==> src/rtl/ps2_device_tx_if.sv <==
// Byte stream port of the PS/2 device transmitter: valid/ready push of scan codes.
interface ps2_device_tx_if;
    logic [7:0] din;
    logic       din_valid;
    logic       din_ready;

    modport master (output din, output din_valid, input din_ready);
    modport slave  (input din, input din_valid, output din_ready);
endinterface

==> src/rtl/ps2_device_tx.sv <==
// PS/2 device-side transmitter: FIFO-buffered scan codes serialized as 11-bit frames.
// Define PS2_TX_BREAK_EN to send every byte as make/release: b, 0xF0, b.
module ps2_device_tx #(
    parameter int unsigned CLK_DIV    = 2500,
    parameter int unsigned GAP_CYCLES = 5000,
    parameter int unsigned FIFO_DEPTH = 8
) (
    input  logic           clk,
    input  logic           clrn,
    ps2_device_tx_if.slave bus,
    input  logic           host_inhibit,
    output logic           ps2_clk,
    output logic           ps2_data,
    output logic           busy
);
    localparam int unsigned AW   = $clog2(FIFO_DEPTH);
    localparam int unsigned CMAX = (CLK_DIV > GAP_CYCLES) ? CLK_DIV : GAP_CYCLES;
    localparam int unsigned CW   = $clog2(CMAX);
    localparam logic [CW-1:0] HALF_LAST = CW'(CLK_DIV - 1);
    localparam logic [CW-1:0] GAP_LAST  = CW'(GAP_CYCLES - 1);
    localparam logic [AW:0]   FULL_FILL = (AW + 1)'(FIFO_DEPTH);

    typedef enum logic [2:0] {IDLE, BIT_H, BIT_L, GAP, INHIBIT} state_t;

    state_t        state, state_n;
    logic [CW-1:0] cnt, cnt_n;
    logic [3:0]    idx, idx_n;
    logic          resend, resend_n;

    logic [7:0]    mem [FIFO_DEPTH];
    logic [AW:0]   wr_ptr, rd_ptr, wr_ptr_n, rd_ptr_n, fill_n;
    logic          push, pop, empty;
    logic [7:0]    head, tx_byte;
    logic [10:0]   frame;
    logic          clk_n, data_n;

`ifdef PS2_TX_BREAK_EN
    logic [1:0]    sub, sub_n;
`endif

    assign empty = (wr_ptr == rd_ptr);
    assign push  = bus.din_valid & bus.din_ready;
    assign head  = mem[rd_ptr[AW-1:0]];

`ifdef PS2_TX_BREAK_EN
    assign tx_byte = (sub == 2'd1) ? 8'hF0 : head;
`else
    assign tx_byte = head;
`endif

    assign frame = {1'b1, ~^tx_byte, tx_byte, 1'b0};

    always_comb begin
        state_n  = state;
        cnt_n    = cnt + 1'b1;
        idx_n    = idx;
        resend_n = resend;
        pop      = 1'b0;
`ifdef PS2_TX_BREAK_EN
        sub_n    = sub;
`endif
        case (state)
            IDLE: begin
                cnt_n = '0;
                if (!empty && !host_inhibit) begin
                    state_n = BIT_H;
                    idx_n   = '0;
                end
            end
            BIT_H: begin
                if (host_inhibit)
                    state_n = INHIBIT;
                else if (cnt == HALF_LAST)
                    state_n = BIT_L;
            end
            BIT_L: begin
                if (host_inhibit) begin
                    state_n = INHIBIT;
                end else if (cnt == HALF_LAST) begin
                    if (idx == 4'd10) begin
                        state_n = GAP;
                    end else begin
                        idx_n   = idx + 4'd1;
                        state_n = BIT_H;
                    end
                end
            end
            GAP: begin
                if (cnt == GAP_LAST) begin
                    state_n = IDLE;
                    // A gap that follows an aborted frame leaves the head in place for resend.
                    if (resend) begin
                        resend_n = 1'b0;
                    end else begin
`ifdef PS2_TX_BREAK_EN
                        if (sub == 2'd2) begin
                            pop   = 1'b1;
                            sub_n = 2'd0;
                        end else begin
                            sub_n = sub + 2'd1;
                        end
`else
                        pop = 1'b1;
`endif
                    end
                end
            end
            INHIBIT: begin
                cnt_n = '0;
                if (!host_inhibit) begin
                    state_n  = GAP;
                    resend_n = 1'b1;
                end
            end
            default: state_n = IDLE;
        endcase
        if (state_n != state)
            cnt_n = '0;
    end

    assign wr_ptr_n = wr_ptr + (AW + 1)'(push);
    assign rd_ptr_n = rd_ptr + (AW + 1)'(pop);
    assign fill_n   = wr_ptr_n - rd_ptr_n;

    // Line levels are decoded from the next state so they switch on the same edge as the FSM.
    always_comb begin
        clk_n  = (state_n != BIT_L);
        data_n = 1'b1;
        if (state_n == BIT_H || state_n == BIT_L)
            data_n = frame[idx_n];
    end

    always_ff @(posedge clk or negedge clrn) begin
        if (!clrn) begin
            state         <= IDLE;
            cnt           <= '0;
            idx           <= '0;
            resend        <= 1'b0;
            wr_ptr        <= '0;
            rd_ptr        <= '0;
            ps2_clk       <= 1'b1;
            ps2_data      <= 1'b1;
            bus.din_ready <= 1'b1;
            busy          <= 1'b0;
        end else begin
            state         <= state_n;
            cnt           <= cnt_n;
            idx           <= idx_n;
            resend        <= resend_n;
            wr_ptr        <= wr_ptr_n;
            rd_ptr        <= rd_ptr_n;
            ps2_clk       <= clk_n;
            ps2_data      <= data_n;
            bus.din_ready <= (fill_n != FULL_FILL);
            busy          <= (state_n != IDLE) || (wr_ptr_n != rd_ptr_n);
        end
    end

`ifdef PS2_TX_BREAK_EN
    always_ff @(posedge clk or negedge clrn) begin
        if (!clrn)
            sub <= 2'd0;
        else
            sub <= sub_n;
    end
`endif

    always_ff @(posedge clk) begin
        if (push)
            mem[wr_ptr[AW-1:0]] <= bus.din;
    end
endmodule

==> src/flat_wrapper.sv <==
// flat-port wrapper written by rule: the top's interface ports become plain ports
module ps2_device_tx_flat 
#(
    parameter int unsigned CLK_DIV    = 2500,
    parameter int unsigned GAP_CYCLES = 5000,
    parameter int unsigned FIFO_DEPTH = 8
)
  (clk, clrn, host_inhibit, ps2_clk, ps2_data, busy, bus_din, bus_din_valid, bus_din_ready);
  ps2_device_tx_if bus_i ();
  input  logic clk;
  input  logic clrn;
  input  logic host_inhibit;
  output logic ps2_clk;
  output logic ps2_data;
  output logic busy;
  input wire logic [$bits(bus_i.din)-1:0] bus_din;
  input wire logic [$bits(bus_i.din_valid)-1:0] bus_din_valid;
  output wire logic [$bits(bus_i.din_ready)-1:0] bus_din_ready;
  assign bus_i.din = bus_din;
  assign bus_i.din_valid = bus_din_valid;
  assign bus_din_ready = bus_i.din_ready;
  ps2_device_tx #(.CLK_DIV(CLK_DIV), .GAP_CYCLES(GAP_CYCLES), .FIFO_DEPTH(FIFO_DEPTH)) u_core (.clk(clk), .clrn(clrn), .bus(bus_i), .host_inhibit(host_inhibit), .ps2_clk(ps2_clk), .ps2_data(ps2_data), .busy(busy));
endmodule
==> config.mk <==
export PLATFORM = sky130hd
export DESIGN_NAME = ps2_device_tx_flat
export DESIGN_NICKNAME = d
export VERILOG_FILES = /design/src/rtl/ps2_device_tx_if.sv /design/src/rtl/ps2_device_tx.sv /design/src/flat_wrapper.sv
export SDC_FILE = /design/constraint.sdc
export NUM_CORES = 1
export LEC_CHECK = 0
export ABC_AREA = 1
export CAP_MARGIN = 0
export CORE_UTILIZATION = 40
export CTS_BUF_LIST = sky130_fd_sc_hd__clkbuf_8
export DETAILED_ROUTE_END_ITERATION = 16
export GPL_TIMING_DRIVEN = 0
export PLACE_DENSITY_LB_ADDON = 0.05
export REMOVE_ABC_BUFFERS = 1
export SYNTH_ARGS = -nofsm -noshare
export SYNTH_HDL_FRONTEND = slang
export SYNTH_SLANG_ARGS = --single-unit
==> constraint.sdc <==
create_clock -name clk -period 2.66 [get_ports clk]
set_input_delay 0.399 -clock clk [delete_from_list [all_inputs] [get_ports clk]]
set_output_delay 0.399 -clock clk [all_outputs]
set_load 0.1 [all_outputs]
==> metrics.md, run 1 <==
| Metric | Value |
|---|---|
| DRT Pass-1 Iters | `4` |
| P&R area growth vs syn | `14.4%` |
| Die X | `114 um` |
| GRT Resource Usage Total | `0.186` |
| Post-Syn Instances | `579` |
| CTS clk-pin slew, worst paths | `0.11 ns` |
| Max-Cap Viols | `0` |
| Cts hold-fix bufs | `0` |
| Top Ports | `16` |
| Pre-CTS WS | `-0.850 ns` |
| Layout cells sized above 1 | `0.138` |
| Setup violations, final | `0` |
| Clk_skew | `0.0150 ns` |
| Row count | `40` |
| Syn_area_per_cell | `8.59 um2` |
| Vias per Instance | `4.68` |
| Htree depth | `3` |
| PnR worst setup slack | `0.141 ns` |
| Placed inst area | `0.00525 mm2` |
| Nets | `627` |
| Full die area | `0.0129 mm2` |
| Hold Crit Class | `input pin to async pin` |
| Final Hold Vio Count | `0` |
| First-pass GRT wire length | `17700 um` |
| Iter 0 DRT Violations | `219` |
| Power Dens Cells | `623 mW/mm2` |
| Leakage power | `2.55 nW` |
| Area of the mapped netlist | `0.00497 mm2` |
| Vias | `3640` |
| Grt ovf | `0` |
| Crit Path Category | `flip-flop to flip-flop` |
| Worst VDD drop | `0.464 mV` |
| Initial antenna violation count | `0` |
| Post-synth EDFFs | `64` |
| Startpoint Class | `flip-flop` |
| Crit end category | `flip-flop` |
| Max-slew headroom | `0.246` |
| Final instance area | `0.00569 mm2` |
| Final wirelength | `11200 um` |
| Max Freq | `0.397 GHz` |
| Placer Congestion | `0.769` |
| Final period util | `0.947` |
| Worst EP arrival | `2.82 ns` |
| Initial core utilization | `0.412` |
| RSZ-0062 raised after global routing | `yes` |
| CP max FO | `3` |
| Warnings from Yosys | `0` |
| Post-synth top flop | `edfxtp_1` |
| Yosys cell types | `36` |
| Largest net degree at the start of global routing | `36` |
| Total CTS buffers | `9` |
| Routed WL per cell | `14.4 um` |
| Async set-or-reset flop fraction in the synthesized netlist | `0.340` |
| CTS tree | `done` |
| Worst slew pin tran | `1.13 ns` |
| Sink Count | `97` |
| DRC Markers | `0` |
| Die Y | `114 um` |
| Final ANT Viol Nets | `0` |
| Total core area | `0.0121 mm2` |
| Setup TNS | `0 ns` |
| CP required | `2.97 ns` |
| Clock tree buffer depth | `2` |
| Seq/Total Area, Yosys | `0.553` |
| Status | `complete, no violations` |
| Detailed placement HPWL | `6880 um` |
| Crit path time final | `2.52 ns` |
| Number of global-route vias before repair | `3423` |
| CTS root buffer | `clkbuf_8` |
| Port Buf Inserts | `15` |
| Post-synthesis sequential element count | `97` |
| Clk Latency, worst-skew pair | `0.39 ns` |
| Antenna fix cells | `0` |
| Slew Limit Fails | `0` |
-- metal layers --
| metal | track usage | wire, um | up-vias |
|---|---|---|---|
| li1 | - | - | 1881 |
| met1 | 0.261 | 5760 | 1705 |
| met2 | 0.288 | 4980 | 41 |
| met3 | 0.0276 | 268 | 13 |
| met4 | 0.0763 | 193 | 0 |
| met5 | 0 | 0 | - |
-- stage by stage --
step	hold WS (ns)	total power [W]	instances	utilization
2_1_floorplan	0.103	0.00232	566	-
3_3_place_gp	0.458	0.00250	749	0.436
3_5_place_dp	0.460	0.00252	749	0.435
4_1_cts	0.0993	0.00357	777	0.468
5_1_grt	0.130	0.00374	778	0.472
6_report	0.0859	0.00355	778	0.472
-- final timing paths --
kind                       cells after the start     startpoint              endpoint  slack, ns
setup reg to reg                              15  u_core.cnt[0]  u_core.bus.din_ready       0.14
hold / removal                                 1           clrn         u_core.idx[1]       0.09
min in group clk                               2  u_core.cnt[0]         u_core.cnt[0]       0.54
hold reg to reg                                2  u_core.cnt[0]         u_core.cnt[0]       0.54
max in group asynchronous                      1           clrn      u_core.rd_ptr[1]       1.97
setup / recovery                              15  u_core.cnt[0]  u_core.bus.din_ready       0.14
-- synth_stat cells (all sizes together), types with 2 or more instances --
cell      n  area, um2
o21ai     8       43.8
nor2     43        191
nor3     10       50.1
nand2   193        732
a21oi     8       51.3
nand3    64        320
inv     101        379
dfstp     3       78.8
dfrtp    30        751
edfxtp   64       1920
a31oi     2       12.5
buf      12       76.3
and3      2       12.5
ha       10        125
xor2     14        123
nand4     4       31.3
-- kinds of logic after synthesis --
family                     count (synthesis)  share of synthesized area
AOI/OAI and AO/OA                         22                     0.0279
xor gates and xnor gates                  15                     0.0264
adders and majority gates                 10                     0.0252
buffers and inverters                    115                     0.0931
DFF                                       97                      0.553
and+or+nand+nor                          320                      0.274
-- worst max-delay path: stages, from the launching register on --
cell     delay [ns]
dfrtp_1        0.36
ha_2           0.19
inv_2          0.06
nor2_4         0.10
nand3_4        0.09
nor4_4         0.15
nand2_1        0.09
nor2_2         0.13
ha_2           0.23
ha_4           0.17
xor2_4         0.16
inv_2          0.06
ha_4           0.23
a21oi_2        0.13
xor2_1         0.17
nand4_1        0.12
-- power by group --
| part | switching [W] | total (W) | internal [W] |
|---|---|---|---|
| clock | 0.000565 | 0.000916 | 0.000350 |
| combinational | 0.000481 | 0.000779 | 0.000299 |
| sequential | 0.0000604 | 0.00185 | 0.00179 |
| total | 0.00111 | 0.00355 | 0.00244 |
-- cells in the final DEF (no fill, tap or decap), drive strengths merged --
| cell | n |
|---|---|
| nand2 | 193 |
| inv | 104 |
| edfxtp | 64 |
| nand3 | 64 |
| nor2 | 43 |
| dfrtp | 30 |
| clkdlybuf4s50 | 14 |
| xor2 | 14 |
| buf | 14 |
| nor3 | 10 |
| ha | 10 |
| clkbuf | 9 |
| a21oi | 8 |
| o21ai | 8 |
| clkinv | 5 |
| nand4 | 4 |
| dfstp | 3 |
| and3 | 2 |
| a31oi | 2 |
| nor4 | 1 |
| o2111ai | 1 |
| o21a | 1 |
| or3 | 1 |
| o21bai | 1 |
| xnor2 | 1 |
| or2 | 1 |
| a211oi | 1 |
| and2 | 1 |
-- sequential cells by signal, indices dropped and copies added (netlist names) --
name and count:
u_core.busy 1, u_core.idx 4, u_core.cnt 13, u_core.rd_ptr 4, u_core.ps2_clk 1, u_core.mem 64
u_core.state 3, u_core.bus.din_ready 1, u_core.wr_ptr 4, u_core.resend 1, u_core.ps2_data 1
-- cell type report --
type                       count  area (um2)
clock inverter                 7        52.6
multi-input combinational    367        1910
tap                          168         210
inverter                     102         388
sequential                    97        2760
clock buffer                   9         124
fill                        1167        6370
timing repair buffer          28         250
-- timing repair --
item | in CTS | in global routing
cloned | 0 | 0
endpoints found under the setup margin | 22 | 16
resized for setup | 32 | 6
buffers inserted | 12 | 1
pin swaps | 17 | 6
No activity file was read; power rests on OpenSTA's default activity.
==> run 2, diff against run 1 <==
--- a/config.mk
+++ b/config.mk
@@ -13,6 +13,7 @@
 export GPL_TIMING_DRIVEN = 0
 export PLACE_DENSITY_LB_ADDON = 0.05
 export REMOVE_ABC_BUFFERS = 1
+export SKIP_CTS_REPAIR_TIMING = 1
 export SYNTH_ARGS = -nofsm -noshare
 export SYNTH_HDL_FRONTEND = slang
 export SYNTH_SLANG_ARGS = --single-unit
==> run 2 against run 1 <==
Against the previous run:
- the flow now finishes with violations (negative setup slack)
- total power up 0.13%
- sequential cell count stayed put
- hold slack about the same
- sequential share of layout area increased by 0.26 points
- critical path depth did not move
- cell count fell by 0.26%
- via count grew 0.38%
- core utilization down 0.25 points
- combinational power is 1% higher
- register-to-register slack got worse by 0.21 ns
- clock power about the same
- routed wire length grew 0.78%
- critical endpoint unchanged
- largest power group unchanged
- highest routed layer unchanged
==> metrics.md, run 2 (synthesis results as in run 1) <==
| Metric | Value |
|---|---|
| Max-Cap Viols | `0 (unchanged)` |
| Port Buf Inserts | `15 (unchanged)` |
| Htree depth | `3 (unchanged)` |
| Startpoint Class | `flip-flop` |
| CP required | `2.96 ns (about the same)` |
| Number of global-route vias before repair | `3325 (-2.9%)` |
| Top Ports | `16 (unchanged)` |
| Non-Filler Instances | `776 (-0.26%)` |
| Layout cells sized above 1 | `0.133 (-0.00448)` |
| Commonest non-fill, non-tap cell in the layout | `nand2_1` |
| Total CTS buffers | `9 (unchanged)` |
| Comb pwr share | `0.221 (about the same)` |
| Leakage power | `2.53 nW (-0.65%)` |
| Clk Latency, worst-skew pair | `0.39 ns (about the same)` |
| Max Freq | `0.367 GHz (-7.6%)` |
| Antenna fix cells | `0 (unchanged)` |
| Reg power frac | `0.521 (about the same)` |
| CTS root buffer | `clkbuf_8` |
| Max-slew headroom | `0.236 (-0.0108)` |
| Vias per Instance | `4.71 (+0.64%)` |
| Worst slew pin tran | `1.14 ns (+0.0161 ns)` |
| DRC Markers | `0 (unchanged)` |
| Clock tree buffer depth | `2 (unchanged)` |
| Final period util | `1.03 (+0.0782)` |
| PnR worst setup slack | `-0.0672 ns (-0.208 ns)` |
| Clk_skew | `0.0163 ns (+0.00125 ns)` |
| Sw Share | `0.312 (about the same)` |
| Max reg flops | `64 (unchanged)` |
| Failing checks | `negative setup slack` |
| Die X | `114 um (unchanged)` |
| Hold Crit Class | `input pin to async pin` |
| Power Dens Cells | `627 mW/mm2 (+0.66%)` |
| Grt ovf | `0 (unchanged)` |
| P&R area growth vs syn | `13.8%` |
| Final hold slack | `0.0858 ns (-0.000116 ns)` |
| Full die area | `0.0129 mm2 (unchanged)` |
| Clock share of power | `0.257 (about the same)` |
| Initial core utilization | `0.412 (unchanged)` |
| Die Y | `114 um (unchanged)` |
| Nets | `625 (-0.32%)` |
| Crit Path Category | `flip-flop to flip-flop` |
| Worst VDD drop | `0.527 mV (+13%)` |
| Placed cells | `749 (unchanged)` |
| Iter 0 DRT Violations | `211 (-3.7%)` |
| P_int | `0.00244 W (about the same)` |
| Detailed placement HPWL | `6880 um (unchanged)` |
| Crit path time final | `2.73 ns (+0.208 ns)` |
| Row count | `40 (unchanged)` |
| Switching power | `0.00111 W (+0.21%)` |
| RSZ-0062 raised after global routing | `yes` |
| First-pass GRT wire length | `17400 um (-2.1%)` |
| Final Util | `0.469 (-0.00249)` |
| Placer Congestion | `0.769 (unchanged)` |
| Setup violations, final | `2 (+2)` |
| CP max FO | `3 (unchanged)` |
| Sink Count | `97 (unchanged)` |
| Most frequent cells in the layout | `nand2_1 (189), inv_1 (91), edfxtp_1 (64)` |
| Status | `complete, but fails checks` |
| Setup TNS | `-0.134 ns (-0.134 ns)` |
| Worst EP arrival | `3.03 ns (+0.21 ns)` |
| CTS clk-pin slew, worst paths | `0.11 ns (about the same)` |
| Largest net degree at the start of global routing | `36 (unchanged)` |
| GRT Resource Usage Total | `0.182 (-0.00366)` |
| Final ANT Viol Nets | `0 (unchanged)` |
| DRT Pass-1 Iters | `4 (unchanged)` |
| CTS tree | `done` |
| Total core area | `0.0121 mm2 (unchanged)` |
| Crit end category | `flip-flop` |
| Initial antenna violation count | `0 (unchanged)` |
| Slew Limit Fails | `0 (unchanged)` |
| Vias | `3654 (+0.38%)` |
| Final wirelength | `11300 um (+0.78%)` |
| Routed WL per cell | `14.5 um (+1.0%)` |
| Final Hold Vio Count | `0 (unchanged)` |
[run 2: changes by cell type in the layout (fill, tap and decap cells not counted), sizes merged]
cell  delta
buf      -2
[run 2: path summary, 6_finish.rpt]
kind	start	endpoint	slack [ns]	depth (start not counted)
worst max register to register	u_core.cnt[5]	u_core.bus.din_ready	-0.07	15
min in group clk	u_core.resend	u_core.resend	0.56	2
worst max-delay path	u_core.cnt[5]	u_core.bus.din_ready	-0.07	15
worst min register to register	u_core.resend	u_core.resend	0.56	2
worst min-delay path	clrn	u_core.idx[1]	0.09	1
max in group asynchronous	clrn	u_core.rd_ptr[1]	1.96	1
[run 2: critical path, stage by stage, from the launching register on]
cell and delay, ns:
dfrtp_1 0.40, inv_2 0.08, nand2_2 0.06, nor3_2 0.19, nand3_2 0.13, nor4_4 0.27
nand2_1 0.09, nor2_2 0.15, ha_2 0.23, ha_4 0.16, xor2_2 0.19, inv_2 0.06
ha_4 0.23, a21oi_2 0.13, xor2_1 0.17, nand4_1 0.12
[run 2: cell type report]
class,count,area [um2]
clock buffers,9,124
clock inverters,7,52.6
fillers,1174,6400
inverters,102,388
multi-input cells,367,1890
flip-flops and latches,97,2760
well taps,168,210
repair buffers,26,235
[run 2: routing by layer]
layer | global-route usage | part of all wire | vias to the layer above
met2 | 0.274 | 0.45 | 50
li1 | - | - | 1874
met1 | 0.262 | 0.50 | 1717
met4 | 0.0763 | 0.017 | 0
met5 | 0 | 0 | -
met3 | 0.0276 | 0.031 | 13
[run 2: power by group through the flow]
stage	clock [W]	sequential (W)	combinational (W)
6_report	0.000913	0.00185	0.000787
5_1_grt	0.00100	0.00187	0.000881
4_1_cts	0.000941	0.00185	0.000639
3_5_place_dp	0	0.00189	0.000635
3_3_place_gp	0	0.00188	0.000619
2_1_floorplan	0	0.00189	0.000431
[run 2: metrics by stage]
step | cell area, um2 | power (W) | setup WS, ns
2_1_floorplan | 4890 | 0.00232 | 0.125
3_3_place_gp | 5250 | 0.00250 | -0.862
3_5_place_dp | 5250 | 0.00252 | -0.850
4_1_cts | 5430 | 0.00343 | -0.906
5_1_grt | 5660 | 0.00376 | -0.241
6_report | 5660 | 0.00355 | -0.0672
